<file path="config.mk">
export PLATFORM = sky130hd
export DESIGN_NAME = fifo_thresh
export DESIGN_NICKNAME = d
export VERILOG_FILES = /design/src/rtl/fifo_pkg.sv /design/src/rtl/fifo_ram.sv /design/src/rtl/fifo_thresh.sv
export SDC_FILE = /design/constraint.sdc
export NUM_CORES = 1
export LEC_CHECK = 0
export CORE_MARGIN = 4
export CORE_UTILIZATION = 30
export DETAILED_ROUTE_END_ITERATION = 8
export GPL_ROUTABILITY_DRIVEN = 1
export PLACE_DENSITY = 0.54
export SYNTH_ARGS = -nofsm -noshare
export SYNTH_HDL_FRONTEND = slang
export SYNTH_HIERARCHICAL = 1
export SYNTH_SLANG_ARGS = --single-unit
export TNS_END_PERCENT = 5
</file>
<file path="constraint.sdc">
create_clock -name clk -period 10.8 [get_ports clk]
set_clock_uncertainty 0.2 [all_clocks]
set_input_delay 2.7 -clock clk [delete_from_list [all_inputs] [get_ports clk]]
set_output_delay 2.7 -clock clk [all_outputs]
set_load 0.05 [all_outputs]
</file>
<file path="src/rtl/fifo_pkg.sv">
// Shared FIFO definitions: default geometry constants and the threshold
// flag helper used by fifo_thresh.
package fifo_pkg;

  localparam int FIFO_DATA_W = 32;
  localparam int FIFO_ADDR_W = 4;

  typedef struct packed {
    logic almost_full;
    logic almost_empty;
  } thresh_flags_t;

  // Compare an occupancy count against the almost-full / almost-empty levels.
  function automatic thresh_flags_t calc_thresh(input logic [31:0] cnt,
                                                input logic [31:0] af_lvl,
                                                input logic [31:0] ae_lvl);
    thresh_flags_t f;
    f.almost_full  = (cnt >= af_lvl);
    f.almost_empty = (cnt <= ae_lvl);
    return f;
  endfunction

endpackage

</file>
<file path="src/rtl/fifo_ram.sv">
// Storage array for fifo_thresh: 2^ADDR_W x DATA_W registers with one
// synchronous write port and one asynchronous (show-ahead) read port.
// The array is deliberately not reset so a FIFO reset leaves contents intact.
module fifo_ram #(
  parameter int DATA_W = 32,
  parameter int ADDR_W = 4
) (
  input  logic              clk,
  input  logic              we,
  input  logic [ADDR_W-1:0] waddr,
  input  logic [DATA_W-1:0] wdata,
  input  logic [ADDR_W-1:0] raddr,
  output logic [DATA_W-1:0] rdata
);

  logic [DATA_W-1:0] mem [2**ADDR_W];

  // Write the pushed word into its slot on the clock edge.
  always_ff @(posedge clk) begin
    if (we) begin
      mem[waddr] <= wdata;
    end
  end

  assign rdata = mem[raddr];

endmodule

</file>
<file path="src/rtl/fifo_thresh.sv">
// Synchronous show-ahead FIFO with full/empty, almost-full/almost-empty
// threshold flags and an occupancy count.
// Optional sticky overflow/underflow error flags are built when the macro
// FIFO_THRESH_ERR_EN is defined; otherwise those outputs are tied low and
// err_clr is ignored.
module fifo_thresh
  import fifo_pkg::*;
#(
  parameter int DATA_W = FIFO_DATA_W,
  parameter int ADDR_W = FIFO_ADDR_W,
  parameter int AF_LVL = 14,
  parameter int AE_LVL = 2
) (
  input  logic              clk,
  input  logic              reset,
  input  logic              rd,
  input  logic              wr,
  input  logic [DATA_W-1:0] wr_data,
  output logic [DATA_W-1:0] rd_data,
  output logic              full,
  output logic              empty,
  output logic              almost_full,
  output logic              almost_empty,
  output logic [ADDR_W:0]   count,
  output logic              overflow,
  output logic              underflow,
  input  logic              err_clr
);

  localparam logic [ADDR_W:0] PTR_ONE = (ADDR_W+1)'(1);

  logic [ADDR_W:0] rd_ptr_q, rd_ptr_d;
  logic [ADDR_W:0] wr_ptr_q, wr_ptr_d;
  logic [ADDR_W:0] count_q, count_d;
  logic            do_push, do_pop;
  thresh_flags_t   thr;

  // Occupancy flags come only from registered state; the extra pointer MSB
  // tells a full FIFO apart from an empty one.
  assign empty = (rd_ptr_q == wr_ptr_q);
  assign full  = (rd_ptr_q[ADDR_W] != wr_ptr_q[ADDR_W]) &&
                 (rd_ptr_q[ADDR_W-1:0] == wr_ptr_q[ADDR_W-1:0]);
  assign thr          = calc_thresh(32'(count_q), 32'(AF_LVL), 32'(AE_LVL));
  assign almost_full  = thr.almost_full;
  assign almost_empty = thr.almost_empty;
  assign count        = count_q;

  // Decide which transfers happen this edge; a pop at full frees the slot
  // for a same-edge push, while a read at empty is simply ignored.
  always_comb begin
    do_push  = wr && (!full || rd);
    do_pop   = rd && !empty;
    rd_ptr_d = do_pop  ? rd_ptr_q + PTR_ONE : rd_ptr_q;
    wr_ptr_d = do_push ? wr_ptr_q + PTR_ONE : wr_ptr_q;
    count_d  = count_q;
    case ({do_push, do_pop})
      2'b10:   count_d = count_q + PTR_ONE;
      2'b01:   count_d = count_q - PTR_ONE;
      default: count_d = count_q;
    endcase
  end

  // Pointer and count registers; reset overrides any in-flight transfer.
  always_ff @(posedge clk) begin
    if (reset) begin
      rd_ptr_q <= '0;
      wr_ptr_q <= '0;
      count_q  <= '0;
    end else begin
      rd_ptr_q <= rd_ptr_d;
      wr_ptr_q <= wr_ptr_d;
      count_q  <= count_d;
    end
  end

  fifo_ram #(
    .DATA_W(DATA_W),
    .ADDR_W(ADDR_W)
  ) u_ram (
    .clk   (clk),
    .we    (do_push && !reset),
    .waddr (wr_ptr_q[ADDR_W-1:0]),
    .wdata (wr_data),
    .raddr (rd_ptr_q[ADDR_W-1:0]),
    .rdata (rd_data)
  );

`ifdef FIFO_THRESH_ERR_EN
  logic overflow_q, overflow_d;
  logic underflow_q, underflow_d;

  // Sticky error flags: a new error on the same edge as err_clr still sets.
  always_comb begin
    overflow_d  = (wr && full && !rd) || (overflow_q && !err_clr);
    underflow_d = (rd && empty) || (underflow_q && !err_clr);
  end

  // Error flag registers.
  always_ff @(posedge clk) begin
    if (reset) begin
      overflow_q  <= 1'b0;
      underflow_q <= 1'b0;
    end else begin
      overflow_q  <= overflow_d;
      underflow_q <= underflow_d;
    end
  end

  assign overflow  = overflow_q;
  assign underflow = underflow_q;
`else
  logic err_clr_unused;
  assign err_clr_unused = err_clr;
  assign overflow       = 1'b0;
  assign underflow      = 1'b0;
`endif

endmodule
</file>
==> results of run 1 <==
==> power groups by stage <==
| stage | Sequential (uW) | Clock, uW | Combinational, uW |
|---|---|---|---|
| final | 2320 | 1830 | 662 |
| after floorplan | 2340 | 0 | 511 |
| after detailed placement | 2360 | 0 | 678 |
| after global routing | 2320 | 1980 | 711 |
| after global placement | 2360 | 0 | 673 |
| after CTS | 2320 | 1890 | 679 |
==> sequential cells by signal (all words and copies together), names as in the netlist <==
register and cells:
u_ram/mem 512, rd_ptr_q 5, wr_ptr_q 5, count 5
==> tightest hold or removal path: stages (launching register included) <==
cell	delay, ns
dfxtp_1	0.34
xnor2_1	0.16
nor2_1	0.04
==> metrics by stage <==
step	cells	hold slack [ns]	utilization	instance area, um2
after floorplan	909	0.3370	-	20120
after global routing	1925	0.4151	0.3596	23770
after detailed placement	1825	0.3681	0.3334	22030
after global placement	1825	0.3597	0.3334	22030
final	1926	0.3772	0.3596	23770
after CTS	1925	0.3836	0.3596	23770
==> worst max-delay path by stage <==
stage | from | endpoint | slack [ns]
global route | rd_ptr_q[0] | rd_data[27] | 3.35
CTS | rd_ptr_q[0] | rd_data[29] | 3.55
detailed placement | rd_ptr_q[0] | rd_data[29] | 4.21
finish | rd_ptr_q[0] | rd_data[27] | 3.72
floorplan | reset | u_ram/mem[0][0] | 4.17
global placement | rd_ptr_q[0] | rd_data[27] | 4.20
==> layout make-up <==
class	instances	area [um2]
Fill cell	6118	42330
Clock inverter	33	312.8
Multi-Input combinational cell	328	4308
Tap cell	864	1081
Clock buffer	67	1421
Timing Repair Buffer	100	940.9
Sequential cell	527	15680
Inverter	6	22.52
Antenna cell	1	2.502
==> cells in the mapped netlist, drive strengths merged <==
library cell | count | share of area
a21boi | 2 | 0.0011
nand2b | 2 | 0.00062
edfxtp | 512 | 0.76
ha | 6 | 0.0037
inv | 6 | 0.0011
buf | 28 | 0.0086
nor3 | 5 | 0.0012
o21ai | 1 | 0.00025
a31o | 1 | 0.00044
a22oi | 64 | 0.024
nand3 | 3 | 0.00075
a21o | 1 | 0.00037
a2111oi | 1 | 0.00044
xor2 | 5 | 0.0022
mux2i | 3 | 0.0015
a21oi | 9 | 0.0022
nor2 | 31 | 0.0058
xnor2 | 10 | 0.0047
nand4 | 3 | 0.00093
mux4 | 128 | 0.14
dfxtp | 15 | 0.015
nor4 | 1 | 0.0011
clkbuf | 20 | 0.0037
or3b | 2 | 0.00087
fa | 1 | 0.0010
conb | 1 | 0.00019
mux2 | 1 | 0.00056
nand2 | 35 | 0.0065
nor2b | 6 | 0.0019
a211oi | 1 | 0.00037
nand3b | 2 | 0.00075
and2 | 2 | 0.00062
==> cell families (layout without fill, tap and decap cells) <==
group	Yosys count	in the layout	synth area share
AOI/OAI and AO/OA	80	80	0.02911
xor gates and xnor gates	15	15	0.006904
other	1	3	0.0001864
buffers and inverters	54	206	0.01350
adders and majority gates	7	7	0.004727
muxes	132	132	0.1454
DFF	527	527	0.7792
and+or+nand+nor	92	92	0.02102
==> metal layers <==
layer,up-vias,track usage,wire length (um)
li1,4029,-,-
met1,4941,0.1609,18810
met2,160,0.2152,22280
met3,69,0.02581,1918
met4,2,0.03455,874
met5,-,0,13
==> layout by cell type (no fill, tap or decap), types with 2 or more instances in the layout <==
cell | netlist | final
nand2b_1 | 2 | 2
clkbuf_16 | 0 | 55
clkbuf_1 | 20 | 12
conb_1 | 1 | 2
nand3b_1 | 2 | 2
nand3_1 | 3 | 3
clkinvlp_4 | 0 | 2
nor2b_1 | 6 | 4
nor2_1 | 31 | 18
nand4_1 | 3 | 3
inv_1 | 6 | 6
clkinv_2 | 0 | 9
clkinv_1 | 0 | 14
xor2_1 | 5 | 5
ha_1 | 6 | 6
xnor2_1 | 9 | 9
a22oi_1 | 64 | 64
dfxtp_4 | 0 | 2
nand2_1 | 35 | 35
mux2i_1 | 3 | 3
bufinv_16 | 0 | 6
edfxtp_1 | 512 | 512
dfxtp_1 | 15 | 13
a21boi_2 | 2 | 2
buf_4 | 13 | 24
nor3_2 | 0 | 4
a21oi_1 | 9 | 9
nor2b_4 | 0 | 2
mux4_2 | 128 | 128
clkdlybuf4s50_1 | 0 | 76
nor2_4 | 0 | 13
==> implementation parameters, run 1 <==
Parameter                              Value

Timing
  Slew of the pin with the lowest slew margin ... approximately 1.1 ns
  Max frequency ... ~140 MHz
  Number of slew-limit violations in the final report ... 0
  Final critical-path setup slack ... around 3.7 ns
  Final clock period utilization by the worst path ... 0.6555
  Max-Slew Margin vs Limit ... 0.2600
  Final period demand of the worst path ... 7.079 ns
  Final setup viols ... 0
  Setup TNS ... 0 ns
  Number of failing hold endpoints at the final stage ... 0
  RSZ-0062 raised after global routing ... no

Synthesis
  Syn Inst Count ... 908
  Syn_area_per_cell ... 22.16 um2
  Synthesized cell area ... 20,120 um2
  YS warnings ... 6
  Synthesized flop and latch total ... 527
  Part of the Yosys area used for sequential elements ... 0.7792
  Count of unique library cells instantiated by Yosys ... 37

Route
  DR pass1 iterations ... 5
  Total length of routed wires ... 43,900 um
  Iteration-0 DRC count of the detailed router ... 608
  Antenna viol nets, final ... 0
  Wirelength per Cell ... between 20 and 25 um
  Via count of the routed design ... 9,201
  Ratio of routed vias to standard cells ... 4.777
  Drc violations ... 0

Hold path
  Cell depth of the worst min-delay path ... 2
  Hold wc startpoint ... rd_ptr_q[4]
  Type of the tightest min-delay check ... flip-flop to flip-flop
  Worst hold path endpoint ... rd_ptr_q[4]

Floorplan
  Die height ... 267.0 um
  Number of top-level design ports ... 80
  Total die area ... ~71,000 um2
  Starting Density ... 0.3043
  Die W ... 267.0 um
  Number of placement rows ... 94
  Core region area ... 66,100 um2

Clock network
  Number of hold buffers added after cts ... 0
  Clock-pin slew on the worst setup and hold paths ... 0.06 ns
  Clock tree root driver cell ... clkbuf_16
  Number of levels in the clock H-tree ... 2
  Clock tree from TritonCTS ... done
  Clock buffer depth ... 3
  TritonCTS Sinks ... 527
  Worst-skew pair later-pin latency ... roughly 0.58 ns
  TritonCTS buffer count ... 54
  Count of buffers added by post-CTS timing repair for setup ... 0
  Count of cells resized by post-cts repair ... 0

Placement
  Placement Setup Slack ... 4.207 ns
  Detailed Place HPWL ... 23,000 um
  GPL Wtd Cong ... around 0.67
  Count of buffers inserted at the top-level ports ... 76

Setup path
  Worst path arrival time ... ~4.2 ns
  Series of cell instances along the critical path ... buf_4 -> mux4_2 -> a22oi_1 -> nand2_1 -> clkdlybuf4s50_1
  Critical-path cell with the highest stage delay ... dfxtp_4
  Launching point of the worst reg2reg path ... rd_ptr_q[1]
  Reg-to-reg critical path endpoint ... u_ram/mem[0][16]
  Kind of cell adding the most delay to the critical path ... buffers and inverters
  Element type at the critical path start ... flip-flop
  Path depth of the worst reg2reg path ... 8
  Maximum single-stage delay on the critical path ... ~0.9 ns
  Largest fanout of any net on the critical path ... 42
  Endpoint class of the critical path ... output port
  Total buffers and inverters traversed by the critical path ... 2
  Endpoint required time on the critical path ... 7.90 ns
  Type of the worst setup path ... flip-flop to output port
  Number of gates on the worst path with buffers counted ... 5
  Setup slack of the most critical reg-to-reg path ... 6.39 ns

Power
  Sw frac ... 0.2415
  Clock network power share ... 0.380
  Overall power consumption ... 4806 uW
  Int Pwr ... 3645 uW
  Flop pwr share ... 0.482
  Power per cell area ... 202.2 nW/um2
  Share of total power in combinational logic ... 0.138
  Net switching component of the power ... 1161 uW
  Maximum ir drop on the vdd rail ... 0.1153 mV
  Leak pwr ... 0.007196 uW

Status
  Run status ... finished clean

Global route
  Wire length of the first global-routing pass ... 66,110 um
  Number of global-route vias before repair ... 10,090
  Antenna violations before repair ... 2
  Remaining global-route overflow ... 0
  Largest net degree at the start of global routing ... 72
  Total global routing track utilization ... 0.1248

Final layout
  Fraction of layout cells with a size suffix above 1 ... 0.2403
  Layout Area Growth over Synthesis ... 18.17%
  Total number of nets in the final design ... 1,061

Flow run
  MaxCap Viol Count ... 0
No activity file was read; power rests on OpenSTA's default activity.
==> inputs of run 2 (changes only) <==
--- a/config.mk
+++ b/config.mk
@@ -9,7 +9,7 @@
 export CORE_UTILIZATION = 30
 export DETAILED_ROUTE_END_ITERATION = 8
 export GPL_ROUTABILITY_DRIVEN = 1
-export PLACE_DENSITY = 0.54
+export PLACE_DENSITY = 0.56
 export SYNTH_ARGS = -nofsm -noshare
 export SYNTH_HDL_FRONTEND = slang
 export SYNTH_HIERARCHICAL = 1
==> constraint.sdc (replaced) <==
create_clock -name clk -period 5.9 [get_ports clk]
set_clock_uncertainty 0.2 [all_clocks]
set_input_delay 1.475 -clock clk [delete_from_list [all_inputs] [get_ports clk]]
set_output_delay 1.475 -clock clk [all_outputs]
set_load 0.05 [all_outputs]
==> implementation parameters, run 2 (same netlist as run 1, synthesis figures left out) <==
Parameter                              Value

Power
  Leak pwr ... 0.007285 uW (was 0.007196 uW)
  Power per cell area ... 370.7 nW/um2 (was 202.2 nW/um2)
  Maximum ir drop on the vdd rail ... 0.1882 mV (was 0.1153 mV)

Clock network
  Clock-pin slew on the worst setup and hold paths ... 0.06 ns (about the same)
  TritonCTS buffer count ... 53 (was 54)
  Number of levels in the clock H-tree ... 2 (unchanged)
  Clock buffer depth ... 3 (unchanged)
  Count of cells resized by post-cts repair ... 0 (unchanged)
  Clock tree root driver cell ... clkbuf_16 (unchanged)
  Clock tree from TritonCTS ... done (unchanged)
  Worst-skew pair later-pin latency ... 0.58 ns (about the same)
  Count of buffers added by post-CTS timing repair for setup ... 0 (unchanged)
  Number of hold buffers added after cts ... 0 (unchanged)
  TritonCTS Sinks ... 527 (unchanged)

Final layout
  Most frequent cells in the layout ... edfxtp_1 (512), mux4_2 (128), clkdlybuf4s50_1 (76), a22oi_1 (64), clkbuf_16 (53) (was edfxtp_1 (512), mux4_2 (128), clkdlybuf4s50_1 (76), a22oi_1 (64), clkbuf_16 (55))
  Biggest register ... u_ram/mem (unchanged)
  Layout Area Growth over Synthesis ... 19.24% (was 18.17%)
  Cell area after layout ... 23,990 um2 (was 23,770 um2)
  Fraction of layout cells with a size suffix above 1 ... 0.2488 (was 0.2403)
  Area of the multi-input gates ... 4308 um2 (unchanged)
  Most frequent standard cell in the layout excluding fill and tap cells ... edfxtp_1 (unchanged)
  Share of the core filled with cells in the final layout ... 0.3629 (was 0.3596)
  Total area of sequential cells ... 15,680 um2 (unchanged)
  Total number of nets in the final design ... 1,070 (was 1,061)
  Fill cell instance count of the final layout ... 6,037 (was 6,118)
  Count of antenna diodes in the layout ... 0 (was 1)
  Largest register FFs ... 512 (unchanged)

Timing
  Max frequency ... 196.7 MHz
  Number of failing hold endpoints at the final stage ... 0 (unchanged)
  Worst-case hold slack ... 0.3727 ns (was 0.3772 ns)
  Slew of the pin with the lowest slew margin ... 0.7791 ns (was 1.110 ns)
  Final clock period utilization by the worst path ... 0.8618
  Max-Slew Margin vs Limit ... 0.4806 (was 0.2600)
  Final period demand of the worst path ... 5.084 ns
  Final setup viols ... 0 (unchanged)
  RSZ-0062 raised after global routing ... no (unchanged)
  Setup TNS ... 0 ns (unchanged)
  Number of slew-limit violations in the final report ... 0 (unchanged)

Placement
  Count of buffers inserted at the top-level ports ... 76 (unchanged)
  Detailed Place HPWL ... 23,890 um (was 23,000 um)
  GPL Wtd Cong ... 0.7077 (was 0.6689)
  Cell area after placement ... 22,220 um2 (was 22,030 um2)

Global route
  Antenna violations before repair ... 2 (unchanged)
  Total global routing track utilization ... 0.1241 (was 0.1248)
  Remaining global-route overflow ... 0 (unchanged)
  Number of global-route vias before repair ... 9,893 (was 10,090)
  Wire length of the first global-routing pass ... 65,760 um (was 66,110 um)
  Largest net degree at the start of global routing ... 45 (was 72)

Hold path
  Hold wc startpoint ... rd_ptr_q[4] (unchanged)
  Type of the tightest min-delay check ... flip-flop to flip-flop (unchanged)

Floorplan
  Number of placement rows ... 94 (unchanged)
  Starting Density ... 0.3043 (unchanged)
  Die height ... 267.0 um (unchanged)
  Die W ... 267.0 um (unchanged)
  Total die area ... 71,260 um2 (unchanged)
  Number of top-level design ports ... 80 (unchanged)
  Core region area ... 66,100 um2 (unchanged)

Setup path
  Kind of cell adding the most delay to the critical path ... buffers and inverters (unchanged)
  Setup slack of the most critical reg-to-reg path ... 1.91 ns (was 6.39 ns)
  Worst path arrival time ... 3.41 ns (was 4.18 ns)
  Largest fanout of any net on the critical path ... 17 (was 42)
  Launching point of the worst reg2reg path ... rd_ptr_q[1] (unchanged)
  Element type at the critical path start ... flip-flop (unchanged)
  Critical-path cell with the highest stage delay ... clkdlybuf4s50_1 (was dfxtp_4)
  Type of the worst setup path ... flip-flop to output port (unchanged)
  Total buffers and inverters traversed by the critical path ... 2 (unchanged)
  Origin of the worst setup path ... rd_ptr_q[2] (was rd_ptr_q[0])
  Series of cell instances along the critical path ... nor2b_4 -> buf_4 -> a22oi_1 -> nand2_1 -> clkdlybuf4s50_1 (was buf_4 -> mux4_2 -> a22oi_1 -> nand2_1 -> clkdlybuf4s50_1)
  Endpoint class of the critical path ... output port (unchanged)
  Endpoint required time on the critical path ... 4.22 ns (was 7.90 ns)
  Maximum single-stage delay on the critical path ... 0.84 ns (was 0.92 ns)

Status
  Run status ... finished clean (unchanged)

Route
  Antenna viol nets, final ... 0 (unchanged)
  Ratio of routed vias to standard cells ... 4.793 (was 4.777)
  Total length of routed wires ... 44,030 um (was 43,900 um)
  Via count of the routed design ... 9,264 (was 9,201)
  Iteration-0 DRC count of the detailed router ... 579 (was 608)
  Drc violations ... 0 (unchanged)
  Wirelength per Cell ... 22.78 um (was 22.79 um)
  DR pass1 iterations ... 4 (was 5)

Flow run
  MaxCap Viol Count ... 0 (unchanged)
-- run 2: cell count changes in the layout (fill, tap and decap cells not counted) --
| cell | delta |
|---|---|
| clkinv_1 | -3 |
| buf_12 | +9 |
| bufinv_16 | +3 |
| inv_6 | +1 |
| diode_2 | -1 |
| clkinv_2 | -1 |
| inv_8 | -1 |
| buf_4 | +1 |
| clkbuf_16 | -2 |
| clkinv_4 | +1 |
-- run 2: worst reg2reg max path, delay by kind of cell (launching register included) --
family	cells	cell delay (ns)
flip-flops	1	0.83
AO/OA/AOI/OAI	2	0.29
AND/OR/NAND/NOR	4	1.21
multiplexers	1	0.27
buffers and inverters	2	0.23
adder cells (fa/ha/maj)	2	0.62
XOR/XNOR	1	0.22
-- run 2: final timing paths --
path / cells after the start / to
setup reg to reg: 12 / count[4]
hold / removal: 2 / rd_ptr_q[4]
setup / recovery: 5 / rd_data[28]
hold reg to reg: 2 / rd_ptr_q[4]
-- run 2: routing by layer --
metal / vias to the layer above / GRT usage / part of all wire
li1: 4052 / - / -
met1: 4970 / 0.1660 / 0.43
met2: 179 / 0.2119 / 0.51
met3: 59 / 0.02424 / 0.043
met4: 4 / 0.02698 / 0.017
met5: - / 0 / 0.00091
-- run 2: final cells by class --
type	instances	share of cell area
clock buffers	65	0.05717
inverters	6	0.0009389
flip-flops and latches	527	0.6538
multi-input cells	328	0.1796
repair buffers	110	0.04705
clock inverters	33	0.01638
well taps	864	0.04507
-- run 2: report_power, final --
part | internal, uW | leakage [uW] | switching, uW | total [uW]
Sequential | 4150 | 0.00474 | 58.4 | 4200
Combinational | 577 | 0.00169 | 699 | 1280
Clock | 2040 | 0.000856 | 1370 | 3410
-- run 2: per-stage QoR --
stage	cells	worst slack, ns	total power, uW
4_1_cts	1933	0.7376	9028
2_1_floorplan	909	0.4910	5211
3_3_place_gp	1835	1.126	5580
6_report	1933	0.8157	8893
3_5_place_dp	1835	1.063	5593
5_1_grt	1933	0.6512	9265
==> inputs of run 3 (changes only) <==
--- a/config.mk
+++ b/config.mk
@@ -9,6 +9,7 @@
 export CORE_UTILIZATION = 30
 export DETAILED_ROUTE_END_ITERATION = 8
 export GPL_ROUTABILITY_DRIVEN = 1
+export HOLD_SLACK_MARGIN = 0.02
 export PLACE_DENSITY = 0.56
 export SYNTH_ARGS = -nofsm -noshare
 export SYNTH_HDL_FRONTEND = slang
==> constraint.sdc (replaced) <==
create_clock -name clk -period 5.9 [get_ports clk]
set_clock_uncertainty 0.2 [all_clocks]
set_input_delay 1.18 -clock clk [delete_from_list [all_inputs] [get_ports clk]]
set_output_delay 1.18 -clock clk [all_outputs]
set_load 0.05 [all_outputs]
==> implementation parameters, run 3 (same netlist as run 1, synthesis figures left out) <==
Parameter                              Value

Route
  Drc violations ... 0 (unchanged)
  Iteration-0 DRC count of the detailed router ... 737 (was 579)
  Total length of routed wires ... 43,860 um (was 44,030 um)
  Wirelength per Cell ... 22.67 um (was 22.78 um)
  DR pass1 iterations ... 5 (was 4)
  Ratio of routed vias to standard cells ... 4.830 (was 4.793)
  Antenna viol nets, final ... 0 (unchanged)
  Via count of the routed design ... 9,347 (was 9,264)

Setup path
  Endpoint required time on the critical path ... 4.52 ns (was 4.22 ns)
  Type of the worst setup path ... flip-flop to output port (unchanged)
  Worst path arrival time ... 3.53 ns (was 3.41 ns)
  Endpoint class of the critical path ... output port (unchanged)
  Largest fanout of any net on the critical path ... 22 (was 17)
  Element type at the critical path start ... flip-flop (unchanged)

Timing
  Max frequency ... 203.7 MHz (was 196.7 MHz)
  RSZ-0062 raised after global routing ... no (unchanged)
  Number of failing hold endpoints at the final stage ... 0 (unchanged)
  Max-Slew Margin vs Limit ... 0.3457 (was 0.4806)
  Number of slew-limit violations in the final report ... 0 (unchanged)
  Setup TNS ... 0 ns (unchanged)
  Final setup viols ... 0 (unchanged)
  Final period demand of the worst path ... 4.909 ns (was 5.084 ns)
  Final clock period utilization by the worst path ... 0.8320 (was 0.8618)
  Slew of the pin with the lowest slew margin ... 0.9815 ns (was 0.7791 ns)

Clock network
  Number of levels in the clock H-tree ... 2 (unchanged)
  Count of cells resized by post-cts repair ... 0 (unchanged)
  Clock-pin slew on the worst setup and hold paths ... 0.06 ns (about the same)
  Worst-skew pair later-pin latency ... 0.60 ns (was 0.58 ns)
  TritonCTS Sinks ... 527 (unchanged)
  Number of hold buffers added after cts ... 0 (unchanged)
  Count of buffers added by post-CTS timing repair for setup ... 0 (unchanged)
  Clock tree root driver cell ... clkbuf_16 (unchanged)
  Clock tree from TritonCTS ... done (unchanged)
  TritonCTS buffer count ... 53 (unchanged)
  Clock buffer depth ... 3 (unchanged)

Floorplan
  Die height ... 267.0 um (unchanged)
  Die W ... 267.0 um (unchanged)
  Number of placement rows ... 94 (unchanged)
  Starting Density ... 0.3043 (unchanged)
  Number of top-level design ports ... 80 (unchanged)
  Core region area ... 66,100 um2 (unchanged)
  Total die area ... 71,260 um2 (unchanged)

Placement
  Count of buffers inserted at the top-level ports ... 76 (unchanged)
  GPL Wtd Cong ... 0.6844 (was 0.7077)
  Detailed Place HPWL ... 24,130 um (was 23,890 um)

Global route
  Number of global-route vias before repair ... 9,945 (was 9,893)
  Largest net degree at the start of global routing ... 46 (was 45)
  Total global routing track utilization ... 0.1239 (was 0.1241)
  Wire length of the first global-routing pass ... 65,510 um (was 65,760 um)
  Antenna violations before repair ... 2 (unchanged)
  Remaining global-route overflow ... 0 (unchanged)

Final layout
  Most frequent cells in the layout ... edfxtp_1 (512), mux4_2 (128), clkdlybuf4s50_1 (76), a22oi_1 (64), clkbuf_16 (53) (unchanged)
  Count of antenna diodes in the layout ... 0 (unchanged)
  Fraction of layout cells with a size suffix above 1 ... 0.2502 (was 0.2488)
  Total number of nets in the final design ... 1,072 (was 1,070)
  Biggest register ... u_ram/mem (unchanged)
  Most frequent standard cell in the layout excluding fill and tap cells ... edfxtp_1 (unchanged)
  Layout Area Growth over Synthesis ... 18.57% (was 19.24%)
  Largest register FFs ... 512 (unchanged)
  Fill cell instance count of the final layout ... 6,067 (was 6,037)

Status
  Run status ... finished clean (unchanged)

Power
  Leak pwr ... 0.007235 uW (was 0.007285 uW)
  Overall power consumption ... 8717 uW (was 8893 uW)
  Maximum ir drop on the vdd rail ... 0.2337 mV (was 0.1882 mV)
  Power per cell area ... 365.4 nW/um2 (was 370.7 nW/um2)

Flow run
  MaxCap Viol Count ... 0 (unchanged)

Hold path
  Type of the tightest min-delay check ... flip-flop to flip-flop (unchanged)
[run 3: final timing paths]
path         depth (start not counted)        start          end  slack (ns)
max                                  5  rd_ptr_q[0]  rd_data[29]        0.99
min                                  2  rd_ptr_q[4]  rd_ptr_q[4]        0.37
max reg2reg                         12  rd_ptr_q[1]     count[4]        1.94
min reg2reg                          2  rd_ptr_q[4]  rd_ptr_q[4]        0.37
[run 3: worst max-delay path: stages, from the launching register on]
cell and delay (ns):
dfxtp_4 0.66, buf_4 0.46, mux4_2 0.56, a22oi_1 0.24, nand2_1 0.22, clkdlybuf4s50_1 0.76
[run 3: cell type report]
cell class / count / area (um2) / share of cell area
Clock buffer: 66 / 1375 / 0.05765
Clock inverter: 32 / 315.3 / 0.01322
Inverter: 6 / 22.52 / 0.0009442
Multi-Input combinational cell: 328 / 4308 / 0.1806
Sequential cell: 527 / 15680 / 0.6575
Tap cell: 864 / 1081 / 0.04532
Timing Repair Buffer: 112 / 1069 / 0.04480
[run 3: metrics by stage]
stage / cells / hold WS (ns) / util / setup WS (ns) / area (um2)
after floorplan: 909 / 0.3370 / - / 0.7860 / 20120
after global placement: 1837 / 0.3576 / 0.3353 / 1.262 / 22160
after detailed placement: 1837 / 0.3588 / 0.3353 / 1.277 / 22160
after CTS: 1935 / 0.3784 / 0.3609 / 0.8688 / 23850
after global routing: 1935 / 0.3954 / 0.3609 / 0.7742 / 23850
final: 1935 / 0.3710 / 0.3609 / 0.9910 / 23850
[run 3: layer usage]
layer	global-route usage	routed length, um	vias to the layer above
met1	0.1667	19140	5044
li1	-	-	4062
met5	0	21	-
met4	0.03312	862	4
met2	0.2080	21950	173
met3	0.02341	1887	64
[run 3: report_power, final]
group	switching, uW	total, uW	internal [uW]
Sequential	65.5	4210	4150
Combinational	696	1270	576
Clock	1390	3230	1840
